File: config.mk
export PLATFORM = sky130hd
export DESIGN_NAME = vga_frame_monitor
export DESIGN_NICKNAME = d
export VERILOG_FILES = /design/src/rtl/vga_pkg.sv /design/src/rtl/vga_misr.sv /design/src/rtl/vga_frame_monitor.sv
export SDC_FILE = /design/constraint.sdc
export NUM_CORES = 1
export LEC_CHECK = 0
export ABC_CLOCK_PERIOD_IN_PS = 12400
export CORE_MARGIN = 10
export CORE_UTILIZATION = 61
export CTS_BUF_LIST = sky130_fd_sc_hd__clkbuf_4 sky130_fd_sc_hd__clkbuf_8
export CTS_CLUSTER_SIZE = 24
export DETAILED_ROUTE_END_ITERATION = 6
export PLACE_DENSITY = 0.84
export SYNTH_ARGS = -nofsm -noshare
export SYNTH_HDL_FRONTEND = slang
export SYNTH_HIERARCHICAL = 1
export SYNTH_SLANG_ARGS = --single-unit
File: constraint.sdc
create_clock -name clk -period 12.4 [get_ports clk]
set_input_delay 3.72 -clock clk [delete_from_list [all_inputs] [get_ports clk]]
set_output_delay 3.72 -clock clk [all_outputs]
set_load 0.05 [all_outputs]
File: src/rtl/vga_pkg.sv
// vga_pkg: shared FSM states, 640x480@60 timing constants and MISR definition for the frame monitor
package vga_pkg;
    typedef enum logic [1:0] {
        SEARCH  = 2'd0,
        MEASURE = 2'd1,
        LOCKED  = 2'd2
    } state_e;

    localparam int H_TOTAL_640  = 800;
    localparam int V_TOTAL_640  = 525;
    localparam int H_SYNC_640   = 96;
    localparam int V_SYNC_640   = 2;
    localparam int H_BP_640     = 48;
    localparam int V_BP_640     = 33;
    localparam int H_ACTIVE_640 = 640;
    localparam int V_ACTIVE_640 = 480;

    localparam logic [15:0] MISR_POLY = 16'h1021;
    localparam logic [15:0] MISR_SEED = 16'hFFFF;

    function automatic logic [15:0] misr_next(input logic [15:0] s, input logic [2:0] d);
        return {s[14:0], 1'b0} ^ (s[15] ? MISR_POLY : 16'h0000) ^ {13'b0, d};
    endfunction
endpackage

File: src/rtl/vga_misr.sv
// vga_misr: 16-bit signature register with seed load and enable, folding in 3-bit pixel data
module vga_misr
    import vga_pkg::*;
(
    input  logic        clk,
    input  logic        reset,
    input  logic        en_i,
    input  logic        load_i,
    input  logic [2:0]  data_i,
    output logic [15:0] sig_o
);
    logic [15:0] sig_q, sig_d;

    always_comb sig_d = load_i ? MISR_SEED : en_i ? misr_next(sig_q, data_i) : sig_q;

    always_ff @(posedge clk or posedge reset) begin
        if (reset) sig_q <= MISR_SEED;
        else sig_q <= sig_d;
    end

    assign sig_o = sig_q;
endmodule

File: src/rtl/vga_frame_monitor.sv
// vga_frame_monitor: recovers VGA line/frame timing and reports per-frame signature, lit count and lock status
module vga_frame_monitor
    import vga_pkg::*;
#(
    parameter bit SYNC_POL    = 1'b0,
    parameter int SYNC_STAGES = 2,
    parameter int H_START     = H_SYNC_640 + H_BP_640,
    parameter int H_ACTIVE    = H_ACTIVE_640,
    parameter int V_START     = V_SYNC_640 + V_BP_640,
    parameter int V_ACTIVE    = V_ACTIVE_640
) (
    input  logic        clk,
    input  logic        reset,
    input  logic        hsync,
    input  logic        vsync,
    input  logic [2:0]  rgb,
    input  logic        err_clr,
    output logic        locked,
    output logic        frame_done,
    output logic [10:0] h_total,
    output logic [9:0]  v_total,
    output logic [15:0] signature,
    output logic [18:0] lit_count,
    output logic        err_h,
    output logic        err_v
);
    localparam logic [4:0]  SYNC_IDLE = {~SYNC_POL, ~SYNC_POL, 3'b000};
    localparam logic [10:0] H_LO = 11'(H_START);
    localparam logic [10:0] H_HI = 11'(H_START + H_ACTIVE);
    localparam logic [9:0]  V_LO = 10'(V_START);
    localparam logic [9:0]  V_HI = 10'(V_START + V_ACTIVE);

    logic [4:0]  sync_q [SYNC_STAGES];
    logic [1:0]  prev_q;
    logic        hs_s, vs_s, h_edge, v_edge, h_sat, active, lock;
    logic [2:0]  rgb_s;
    logic [10:0] hcnt_q, hcnt_d, line_len, h_total_q, h_total_d, cand_h_q, cand_h_d;
    logic [9:0]  vcnt_q, vcnt_d, v_len, v_total_q, v_total_d, cand_v_q, cand_v_d;
    logic [18:0] lit_q, lit_d, lit_count_q, lit_count_d;
    logic [15:0] sig, signature_q, signature_d;
    logic        frame_done_q, frame_done_d, err_h_q, err_h_d, err_v_q, err_v_d;
    state_e      state_q, state_d;

    // rgb travels through the same synchronizer as the syncs so pixels stay aligned with the counters
    assign {hs_s, vs_s, rgb_s} = sync_q[SYNC_STAGES-1];
    assign h_edge   = hs_s == SYNC_POL && prev_q[1] != SYNC_POL;
    assign v_edge   = vs_s == SYNC_POL && prev_q[0] != SYNC_POL;
    assign h_sat    = &hcnt_q && !h_edge;
    assign line_len = hcnt_q + 11'd1;
    assign v_len    = vcnt_q + 10'd1;
    assign lock     = state_q == LOCKED;
    assign active   = hcnt_q >= H_LO && hcnt_q < H_HI && vcnt_q >= V_LO && vcnt_q < V_HI;

    vga_misr u_misr (
        .clk    (clk),
        .reset  (reset),
        .en_i   (active),
        .load_i (v_edge),
        .data_i (rgb_s),
        .sig_o  (sig)
    );

    always_comb begin
        hcnt_d = h_edge ? 11'd0 : &hcnt_q ? hcnt_q : line_len;
        vcnt_d = v_edge ? 10'd0 : (h_edge && !(&vcnt_q)) ? v_len : vcnt_q;
        lit_d  = v_edge ? 19'd0 : active ? lit_q + 19'(|rgb_s) : lit_q;
        err_h_d = (lock && h_edge && line_len != h_total_q) || (err_h_q && !err_clr);
        err_v_d = (lock && v_edge && v_len != v_total_q) || (err_v_q && !err_clr);
    end

    always_comb begin
        state_d      = state_q;
        cand_h_d     = cand_h_q;
        cand_v_d     = cand_v_q;
        h_total_d    = (h_edge && !lock) ? line_len : h_total_q;
        v_total_d    = v_total_q;
        signature_d  = signature_q;
        lit_count_d  = lit_count_q;
        frame_done_d = 1'b0;
        if (v_edge && state_q != SEARCH) begin
            frame_done_d = 1'b1;
            signature_d  = sig;
            lit_count_d  = lit_q;
            if (!lock) v_total_d = v_len;
        end
        if (v_edge) begin
            if (state_q == SEARCH) begin
                state_d = MEASURE;
            end else if (state_q == MEASURE) begin
                cand_h_d = h_total_q;
                cand_v_d = v_len;
                if (h_total_q == cand_h_q && v_len == cand_v_q) state_d = LOCKED;
            end else if (v_len != v_total_q) begin
                state_d  = MEASURE;
                cand_h_d = h_total_q;
                cand_v_d = v_len;
            end
        end
        // lost line timing: forget the last capture so relock needs two fresh matching frames
        if (h_sat) begin
            state_d  = SEARCH;
            cand_h_d = 11'd0;
            cand_v_d = 10'd0;
        end
    end

    always_ff @(posedge clk or posedge reset) begin
        if (reset) begin
            for (int i = 0; i < SYNC_STAGES; i++) sync_q[i] <= SYNC_IDLE;
            prev_q <= {2{~SYNC_POL}};
        end else begin
            sync_q[0] <= {hsync, vsync, rgb};
            for (int i = 1; i < SYNC_STAGES; i++) sync_q[i] <= sync_q[i-1];
            prev_q <= {hs_s, vs_s};
        end
    end

    always_ff @(posedge clk or posedge reset) begin
        if (reset) begin
            state_q      <= SEARCH;
            hcnt_q       <= '0;
            vcnt_q       <= '0;
            lit_q        <= '0;
            cand_h_q     <= '0;
            cand_v_q     <= '0;
            h_total_q    <= '0;
            v_total_q    <= '0;
            signature_q  <= '0;
            lit_count_q  <= '0;
            frame_done_q <= 1'b0;
            err_h_q      <= 1'b0;
            err_v_q      <= 1'b0;
        end else begin
            state_q      <= state_d;
            hcnt_q       <= hcnt_d;
            vcnt_q       <= vcnt_d;
            lit_q        <= lit_d;
            cand_h_q     <= cand_h_d;
            cand_v_q     <= cand_v_d;
            h_total_q    <= h_total_d;
            v_total_q    <= v_total_d;
            signature_q  <= signature_d;
            lit_count_q  <= lit_count_d;
            frame_done_q <= frame_done_d;
            err_h_q      <= err_h_d;
            err_v_q      <= err_v_d;
        end
    end

    assign locked     = lock;
    assign frame_done = frame_done_q;
    assign h_total    = h_total_q;
    assign v_total    = v_total_q;
    assign signature  = signature_q;
    assign lit_count  = lit_count_q;
    assign err_h      = err_h_q;
    assign err_v      = err_v_q;
endmodule

## After elaboration in Yosys (flattened, before gate mapping)

Index checks and enable logic that the tools add are counted.

| word-level totals | value |
|---|---|
| bits in latches | 0 |
| output and inout port bits | 60 |
| memory bits (read-only) | 0 |
| memories kept | 0 |
| logic and storage cells | 99 |
| input port bits | 8 |
| bits in registers | 150 |
| memory bits (writable) | 0 |

| operators by class | value |
|---|---|
| reductions and logical operators | 35 |
| bitwise logic cells | 5 |
| magnitude comparators | 4 |
| multiply operators | 0 |
| $add $sub $neg | 3 |
| mux-type cells | 26 |
| shift operators | 0 |
| div/mod/pow operators | 0 |
| equality and inequality tests | 9 |

Operator list:

| operator | count |
|---|---|
| 2-to-1 mux 11 bit | 7 |
| 2-to-1 mux 10 bit | 7 |
| 2-to-1 mux 19 bit | 2 |
| 2-to-1 mux 16 bit | 2 |
| adder 19 x 1 -> 19 bit | 1 |
| logical AND 1 bit | 16 |
| XOR 16 bit | 1 |
| XOR 16 x 3 -> 16 bit | 1 |
| 2-to-1 mux 13 bit | 1 |
| 2-to-1 mux 2 bit | 6 |
| adder 11 x 1 -> 11 bit, second input constant | 1 |
| equality test 11 bit | 1 |
| >= comparator 11 x 8 -> 1 bit, second input constant | 1 |
| less-than comparator 11 x 10 -> 1 bit, second input constant | 1 |
| inequality test 11 bit | 1 |
| AND reduction 11 bit | 1 |
| adder 10 x 1 -> 10 bit, second input constant | 1 |
| equality test 10 bit | 1 |
| >= comparator 10 x 6 -> 1 bit, second input constant | 1 |
| less-than comparator 10 bit, second input constant | 1 |
| inequality test 10 bit | 1 |
| AND reduction 10 bit | 1 |
| nonzero test 2 bit | 4 |
| AND reduction 3 bit | 2 |
| other kinds (13) | 20 |

## Logic depth before layout (Yosys ltp)

Gate-level depths: netlist (run 1).

| logic depth | value |
|---|---|
| word-level depth | 8 |
| gate-level depth with buffers | 10 |
| mapped depth without buffers | 8 |

## Cells and area by module

The synthesis (run 1) kept the hierarchy.

By module, submodules not included:

| module | seq. area each (sq um) | cells each | area an instance (sq um) | times used |
|---|---|---|---|---|
| vga_frame_monitor | 3360.7 | 583 | 6437.4 | 1 |
| vga_misr | 420.4 | 60 | 750.7 | 1 |

## Worst setup path before layout (run 1)

OpenSTA, ideal clock, no wires.

| timing | value |
|---|---|
| path type | reg-to-output |
| from | register state_q[1] |
| to | output locked |
| stages on the path, launching flop included | 3 |
| buffers on the path | 0 |
| required time | 8.680 ns |
| slack | 7.558 ns |
| arrival | 1.122 ns |
| path through | dfrtp_1 inv_1 nor2_1 |

| on the way | value |
|---|---|
| longest elaborated chain between the ends | 1 |

RTL lines:

| element | line | source |
|---|---|---|
| start, declared | vga_frame_monitor.sv:42 | `state_e state_q, state_d;` |
| start signal, assigned | vga_frame_monitor.sv:134 | `state_q <= state_d;` |
| equality test 2 bit | vga_frame_monitor.sv:51 | `assign lock = state_q == LOCKED;` |
| end, declared | vga_frame_monitor.sv:18 | `output logic locked,` |

No other way between the ends.

## Final worst setup path (run 1)

Same ends and word-level chain as after synthesis.

==> results.md, run 1 <==
* WP data arrival at 2.10 ns
* Fin Setup TNS at 0 ns
* Die H at ~130 µm
* Setup Crit Path Kind: reg -> out
* Maximum vdd drop at 0.137 mV
* Cell Chain, Critical Path: inv_1, nor2_1, clkdlybuf4s50_1
* Worst Setup End Kind: output pin
* Total CTS buffers at 17
* Initial core utilization at about 63%
* Syn Area/Cell at around 11 µm²
* Area delta synth->final at 16.0%
* Slowest stage delay, CP at 0.88 ns
* HPWL after DPL at 10000 µm
* Final setup viols at 0
* Die ar. at 16500 µm²
* Max FO, Critical Path at 5
* Cells after Synth at between 600 and 700
* Final #Nets at approximately 710
* DR WL/cell at between 15 and 20 µm
* Top cells by count, synth: 128 x dfrtp_1, 78 x nand2_1, 52 x xnor2_1
* CTS tree: built
* Final min period at around 5.8 ns
* Pre-antenna DRT Iters at 6
* Layout cells sized above 1 at 16.0%
* Largest net degree at the start of global routing at between 70 and 80
* Status: finished, final reports clean
* Share of the synthesized area in the top cell type at 44.6%
* Worst min path class: reg -> reg
* Vias at roughly 5000
* Startpoint types: flip-flop
* Yosys Warn Count at 6
* IO Count at 68
* Distinct cells, synth at 55
* Initial DRC count at 370
* Max-slew violations at 0
* RSZ-0062 raised after global routing: no
* CTS resizes at 0
* Htree depth at 4
* Highest clock rate at between 150 and 200 MHz
* Hold violation total from the final report at 0
* Vias/cell at 5.89
* DRC violations left at 0
* Clk buf depth at 2
* Initial antenna violation count at 0
* Max-cap violations at 0
* Vias in the first global route at approximately 5200
* Cell taking the most area after synthesis: dfrtp_1
* Syn nets at around 660
* Final period utilization at 47.0%
* Flops & latches, synth at 150
* Gp weighted congestion at a little under 0.9
* Critical-path top delay cell: clkdlybuf4s50_1
* Syn Std Cell Area at ~7200 µm²
* First-pass GRT wire length at roughly 25000 µm
* Synth area leaders: dfrtp_1 45%, dfstp_2 8.0%, mux2_2 6.6%
* Antenna diodes at 0
* CTS Sinks at 150
* Clock tree root driver cell: clkbuf_8
* Die W at around 130 µm
* Core Footprint at 11500 µm²
* Top FF cell, synth: dfrtp_1
* WP data required at just under 9 ns
* Hold Slack at 0.355 ns
* Clock Latency Late Sink at 0.46 ns
* EDFF count, synth at 0
* Hold bufs inserted after CTS at 0
* Clock transition at the registers of the reported paths at about 0.080 ns
* IO buf count at 67
* Slew headroom at about an eighth
* Top-count cell post-synth: dfrtp_1
* LEAKAGE at around 3.5 nW
* Setup Fix Bufs, Post-CTS at 0
* Drt total wl at between 15000 and 20000 µm
* Fraction of registers with async set/reset at 100%
* Actual slew at the worst max-slew pin at 1.30 ns
* Clock skew at between 0.015 and 0.02 ns
* GRT Overall Usage at a little under a fifth
* Sequential area share after synthesis at a little over half
* Gr ovfl total at 0
* Detail Route Antenna Nets at 0
* Number of core rows at 39
* Cell Pwr Density at 145 nW/µm²
## layout make-up
| cell class | instances | area (µm²) |
|---|---|---|
| clock buffers | 23 | 292 |
| clock inverters | 9 | 174 |
| fillers | 769 | 3130 |
| inverters | 13 | 51.3 |
| multi-input cells | 440 | 3160 |
| flip-flops and latches | 150 | 3780 |
| well taps | 143 | 179 |
| repair buffers | 71 | 701 |
## power breakdown
group / leakage, nW / switching [mW] / internal [mW]
clock network: 0.242 / 0.176 / 0.259
logic: 1.34 / 0.130 / 0.0828
registers: 1.89 / 0.0377 / 0.521
## worst max-delay path: cells and delay by family (launching register included)
kind	cells	cell delay, ns
simple gates	1	0.28
flops	1	0.36
buf+inv	2	1.00
## layer usage
layer,track usage (%),part of all wire (%),vias to the layer above
li1,-,-,2296
met1,22.7,42,2518
met2,31.4,50,162
met3,5.87,6.4,23
met4,6.75,1.6,0
met5,0,0,-
## worst paths after layout
kind | to | depth (start not counted) | from | slack (ns)
setup / recovery | locked | 3 | state_q[1] | 6.58
hold / removal | rgb_s[1] | 0 | sync_q[6] | 0.35
setup reg to reg | cand_h_q[10] | 5 | prev_q[0] | 8.48
hold reg to reg | rgb_s[1] | 0 | sync_q[6] | 0.35
max in group asynchronous | v_total[1] | 3 | reset | 7.25
min in group asynchronous | signature[10] | 2 | reset | 3.83
## metrics by stage
stage	cells	area (µm²)	total power, mW	setup slack [ns]	utilization, %
after global placement	817	7880	0.770	6.73	68.7
final	849	8340	1.21	6.58	72.7
after floorplan	643	7190	0.715	5.11	-
after detailed placement	817	7880	0.779	6.67	68.7
after global routing	849	8340	1.26	6.51	72.7
after CTS	849	8340	1.21	6.56	72.7
## registers in the layout, indices dropped and copies added (netlist names)
signal and count:
cand_h_q 11, cand_v_q 10, err_h 1, err_v 1, frame_done 1, h_total 11
hcnt_q 11, hs_s 1, lit_count 19, lit_q 19, prev_q 2, rgb_s 3
signature 16, state_q 2, sync_q 6, u_misr/sig_o 16, v_total 10, vcnt_q 10
## cells by family (layout without fill, tap and decap cells)
group	Yosys count	count (layout)	share of synthesized area, %
XOR/XNOR	87	87	11.9
adder cells (fa/ha/maj)	5	5	0.870
multiplexers	66	66	9.92
AO/OA/AOI/OAI	79	79	7.05
buffers and inverters	53	116	3.71
flip-flops	150	150	52.6
AND/OR/NAND/NOR	203	203	14.0
## layout by cell type (no fill, tap or decap), types with 2 or more instances in the layout
| cell | count |
|---|---|
| and4_1 | 4 |
| nor2b_1 | 8 |
| inv_1 | 12 |
| mux2i_1 | 24 |
| o21ai_0 | 23 |
| xor2_1 | 28 |
| o31a_1 | 2 |
| xor3_1 | 2 |
| dfstp_2 | 22 |
| and3_1 | 4 |
| bufinv_16 | 5 |
| a211oi_1 | 2 |
| xnor2_1 | 52 |
| mux2_2 | 42 |
| o211ai_1 | 2 |
| a211o_1 | 11 |
| nand3_1 | 19 |
| o31ai_1 | 2 |
| xnor3_1 | 4 |
| nand4_1 | 7 |
| nor4_1 | 6 |
| and2b_1 | 8 |
| buf_4 | 4 |
| clkinv_2 | 3 |
| clkbuf_4 | 4 |
| clkbuf_8 | 19 |
| nand2_1 | 78 |
| or4_1 | 2 |
| or3_1 | 9 |
| clkdlybuf4s50_1 | 67 |
| dfrtp_1 | 128 |
| nand2b_1 | 6 |
| ha_1 | 5 |
| a21oi_1 | 25 |
| nor2_1 | 34 |
| nor3_1 | 11 |
Note: power is estimated with default switching activity, not from simulation.
==> run 2: changes to the inputs <==
ABC_CLOCK_PERIOD_IN_PS = 5400   (was 12400)
CORE_UTILIZATION = 59   (was 61)
PLACE_DENSITY = 0.82   (was 0.84)
clock period = 5.4 ns   (was 12.4 ns; I/O delays follow)
==> results.md, run 2 (synthesis results as in run 1) <==
* WP buf/inv at 2 (unchanged)
* Largest net degree at the start of global routing at 75 (unchanged)
* GRT Overall Usage at 18.0% (-0.88 points)
* Layout cells sized above 1 at 16.4% (+0.36 points)
* Gp weighted congestion at 0.885 (+0.44%)
* Initial DRC count at 364 (-1.6%)
* Fillers at 812 (+5.6%)
* Actual slew at the worst max-slew pin at 0.868 ns (-0.432 ns)
* Cell Pwr Density at 320 nW/µm² (+120%)
* Vias in the first global route at 4976 (-3.6%)
* Clock transition at the registers of the reported paths at 0.09 ns (about the same)
* Final period utilization at 68.6%
* CTS Sinks at 150 (unchanged)
* Vias at 4859 (-2.8%)
* Hold Slack at 0.361 ns (+0.00632 ns)
* Slew headroom at 42.1% (+29 points)
* WP data required at 3.78 ns (-4.90 ns)
* Final #Nets at 709 (+0.42%)
* Commonest non-fill, non-tap cell in the layout: dfrtp_1
* Most frequent cells in the layout: 128 x dfrtp_1, 78 x nand2_1, 67 x clkdlybuf4s50_1, 52 x xnor2_1, 42 x mux2_2
* Htree depth at 4 (unchanged)
* Antenna diodes at 0 (unchanged)
* Final setup viols at 0 (unchanged)
* Reg2reg start: vcnt_q[0]
* Max-cap violations at 0 (unchanged)
* Maximum vdd drop at 0.276 mV (+100%)
* RSZ-0062 raised after global routing: no
* WP data arrival at 2.08 ns (-0.02 ns)
* Highest clock rate at ~270 MHz
* Dpl ws at 2.18 ns (-4.50 ns)
* Total CTS buffers at 17 (unchanged)
* Clock skew at 0.0133 ns (-0.00207 ns)
* Worst min path class: reg -> reg
* CP delay by family, top: buffers and inverters
* Hold Path Sink: hs_s
* Clock tree root driver cell: clkbuf_8
* DR WL/cell at 16.8 µm (-6.1%)
* Hold bufs inserted after CTS at 0 (unchanged)
* LEAKAGE at 3.45 nW (-0.48%)
* Inst Count DP at 824 (+0.86%)
* Final WS setup at 1.70 ns (-4.88 ns)
* Clock Latency Late Sink at 0.44 ns (-0.02 ns)
* Setup Fix Bufs, Post-CTS at 0 (unchanged)
* Grt met1 use at 23.5% (+0.72 points)
* GRT busiest layer: met2
* IO Count at 68 (unchanged)
* Die W at 130 µm (+1.4%)
* Hold Path Cell Cnt at 0 (unchanged)
* Die H at 130 µm (+1.4%)
* Area delta synth->final at 15.9%
* Worst Min Path Start: sync_q[9]
* Status: finished, final reports clean
* Startpoint types: flip-flop
* Final min period at about 3.7 ns
* Grt met3 use at 5.16% (-0.72 points)
* Layout Cells excl Fill at 856 (+0.82%)
* Reg2Reg Depth at 8 (+3)
* Vias/cell at 5.68 (-3.6%)
* Gr ovfl total at 0 (unchanged)
* Setup Crit Path Kind: reg -> out
* Fin Setup TNS at 0 ns (unchanged)
* CTS resizes at 0 (unchanged)
* Pre-antenna DRT Iters at 5 (-1)
* Max FO, Critical Path at 5 (unchanged)
* Core Footprint at 12000 µm² (+4.3%)
* Drt total wl at 14400 µm (-5.3%)
* Number of core rows at 40 (+2.6%)
* HPWL after DPL at 9840 µm (-2.0%)
* Initial antenna violation count at 0 (unchanged)
* Die ar. at 17000 µm² (+2.9%)
* Max-slew violations at 0 (unchanged)
* CTS tree: built
* Slowest stage delay, CP at 0.88 ns (about the same)
* IO buf count at 67 (unchanged)
* R2r setup slk at 2.37 ns (-6.11 ns)
* DRC violations left at 0 (unchanged)
* Cell Chain, Critical Path: inv_1, nor2_1, clkdlybuf4s50_1
* Hold violation total from the final report at 0 (unchanged)
* Initial core utilization at 60.1% (-2.6 points)
* Clk buf depth at 2 (unchanged)
* Detail Route Antenna Nets at 0 (unchanged)
* Worst Setup End Kind: output pin
* Multi-input gate area at 3160 µm² (unchanged)
* M2 GR Usage at 28.6% (-2.8 points)
* R2r endpoint: cand_h_q[8]
* Critical-path top delay cell: clkdlybuf4s50_1
* FF/Latch Area at 3780 µm² (unchanged)
* First-pass GRT wire length at 24600 µm (-3.0%)
-- run 2: cell count changes in the layout (fill, tap and decap cells not counted), sizes merged --
| cell | before | now |
|---|---|---|
| buf | 4 | 7 |
| bufinv | 5 | 2 |
| clkbuf | 23 | 17 |
| clkinv | 4 | 1 |
| clkinvlp | 0 | 2 |
| inv | 13 | 23 |
-- run 2: worst max path at each step --
stage,endpoint,depth (start not counted),start,slack (ns)
6_report,locked,3,state_q[1],1.70
3_3_place_gp,locked,3,state_q[1],2.23
5_1_grt,locked,3,state_q[1],1.64
2_1_floorplan,cand_h_q[0],1,reset,0.21
3_5_place_dp,err_h,5,err_clr,2.18
4_1_cts,locked,3,state_q[1],1.70
-- run 2: cell type report --
| type | count | area share, % |
|---|---|---|
| Sequential cell | 150 | 45.4 |
| Multi-Input combinational cell | 440 | 38.0 |
| Timing Repair Buffer | 74 | 8.83 |
| Clock buffer | 17 | 2.81 |
| Tap cell | 147 | 2.21 |
| Clock inverter | 15 | 2.15 |
| Inverter | 13 | 0.616 |
-- run 2: metrics by stage --
stage | total power [mW] | cell area (µm²) | utilization, %
floorplan | 1.64 | 7190 | -
global placement | 1.77 | 7920 | 66.2
detailed placement | 1.79 | 7920 | 66.2
CTS | 2.69 | 8330 | 69.6
global route | 2.79 | 8330 | 69.6
finish | 2.67 | 8330 | 69.6
-- run 2: per-layer routing --
metal  routed length (µm)  part of all wire [%]
met5                    0                     0
met4                  154                   1.1
met3                  766                   5.3
met2                 7220                    50
met1                 6280                    44
-- run 2: where the power goes --
group / leakage (nW) / total, mW / internal [mW] / switching, mW
logic: 1.36 / 0.484 / 0.193 / 0.291
clock network: 0.205 / 0.901 / 0.431 / 0.470
registers: 1.89 / 1.28 / 1.20 / 0.0863
==> edit: new RTL, settings of run 2 <==
Set the parameter `SYNC_POL` to 1'b1 (it was 1'b0).
--- a/src/rtl/vga_frame_monitor.sv
+++ b/src/rtl/vga_frame_monitor.sv
@@ -2,7 +2,7 @@
 module vga_frame_monitor
     import vga_pkg::*;
 #(
-    parameter bit SYNC_POL    = 1'b0,
+    parameter bit SYNC_POL    = 1'b1,
     parameter int SYNC_STAGES = 2,
     parameter int H_START     = H_SYNC_640 + H_BP_640,
     parameter int H_ACTIVE    = H_ACTIVE_640,
Formal check against the unedited RTL: not equivalent (Yosys sat finds a counterexample within 4 cycles, from zero or initial values and one cycle with reset high).
==> edit against run 2 <==
  * Sequential cell count did not move
  * Register-to-register slack worse by 70 ps
  * Largest cell class unchanged
  * Wire length grew 1.3%
  * Setup slack improved by 7.6 ps
  * Area after synthesis fell by 0.10%
  * Sequential share of layout area is essentially flat
  * First-iteration DRC count up 1.1%
  * Power decreased by 0.61%
  * Non-clock buffer count fell by 1
  * Design area shrank 0.21%
==> edit: results (changes against run 2) <==
The flow ran to the end, and the final reports show no timing, DRC or antenna violations. The endpoint with the worst hold slack is hs_s. The final instance area is 8310 um2 (-0.21%). The first-pass GRT wire length came out at 24.47 mm (-0.70%). The portion of the post-synthesis area used by sequential elements came to 0.5255 (about the same). The overall global routing resource usage is 0.1819 (+0.001890). The leakage power is 3.459 nW (+0.17%). The final setup skew is 16.44 ps (+3.137 ps).

The met2 wire length was 7.258 mm (+0.58%). The number of global-route vias before repair is 5005 (+0.58%). The register-to-register setup slack is 2300 ps (-70 ps). The number of cells after detailed placement came out at 823 (-0.12%). The DRC marker count from the first detailed-route iteration came out at 368 (+1.1%). The peak supply drop is 336.2 uV (+22%). Counting instances in the post-synthesis netlist gives the leading cell types as 134 x sky130_fd_sc_hd__dfrtp_1, 78 x sky130_fd_sc_hd__nand2_1, 52 x sky130_fd_sc_hd__xnor2_1. The endpoint identified for the worst register-to-register timing path is cand_v_q[5].

The global placer's final weighted congestion came out at 0.8645 (-2.3%). By area the synthesized netlist is led by sky130_fd_sc_hd__dfrtp_1 47%, sky130_fd_sc_hd__mux2_2 6.6%, sky130_fd_sc_hd__xnor2_1 6.3%. The met3 wire length came to 594 um (-22%). The origin of the worst min-delay path is sync_q[9]. The instance area at placement came out at 7900 um2 (-0.19%). The post-placement worst setup slack came to 2146 ps (-30.29 ps). The largest net degree at the start of global routing came out at 76 (+1.3%). The wire length after detailed routing is 14.61 mm (+1.3%).

The overall via count from detail_route came to 4766 (-1.9%). The average wire per standard cell came out at 17.09 um (+1.4%). The layout cell share with drive strength beyond 1 was 0.1540 (-0.009656).

The worst hold slack after final layout is 356.9 ps (-4.204 ps).
[edit: per-layer routing]
metal  vias up  GRT usage
li1       2288          -
met1      2356     0.2292
met2        98     0.2905
met3        24    0.04949
met4         0    0.07540
met5         -          0
[edit: cells by family after synthesis]
group                      after synthesis  share of synthesized area
and+or+nand+nor                        203                     0.1397
muxes                                   66                    0.09932
DFF                                    150                     0.5255
AOI/OAI and AO/OA                       79                    0.07057
adders and majority gates                5                   0.008712
buffers and inverters                   53                    0.03711
xor gates and xnor gates                87                     0.1190
[edit: cell type report]
| class | instances | area share |
|---|---|---|
| Sequential cell | 150 | 0.4541 |
| Tap cell | 147 | 0.02213 |
| Timing Repair Buffer | 73 | 0.08762 |
| Multi-Input combinational cell | 440 | 0.3806 |
| Clock inverter | 8 | 0.01189 |
| Inverter | 13 | 0.006173 |
| Clock buffer | 24 | 0.03749 |
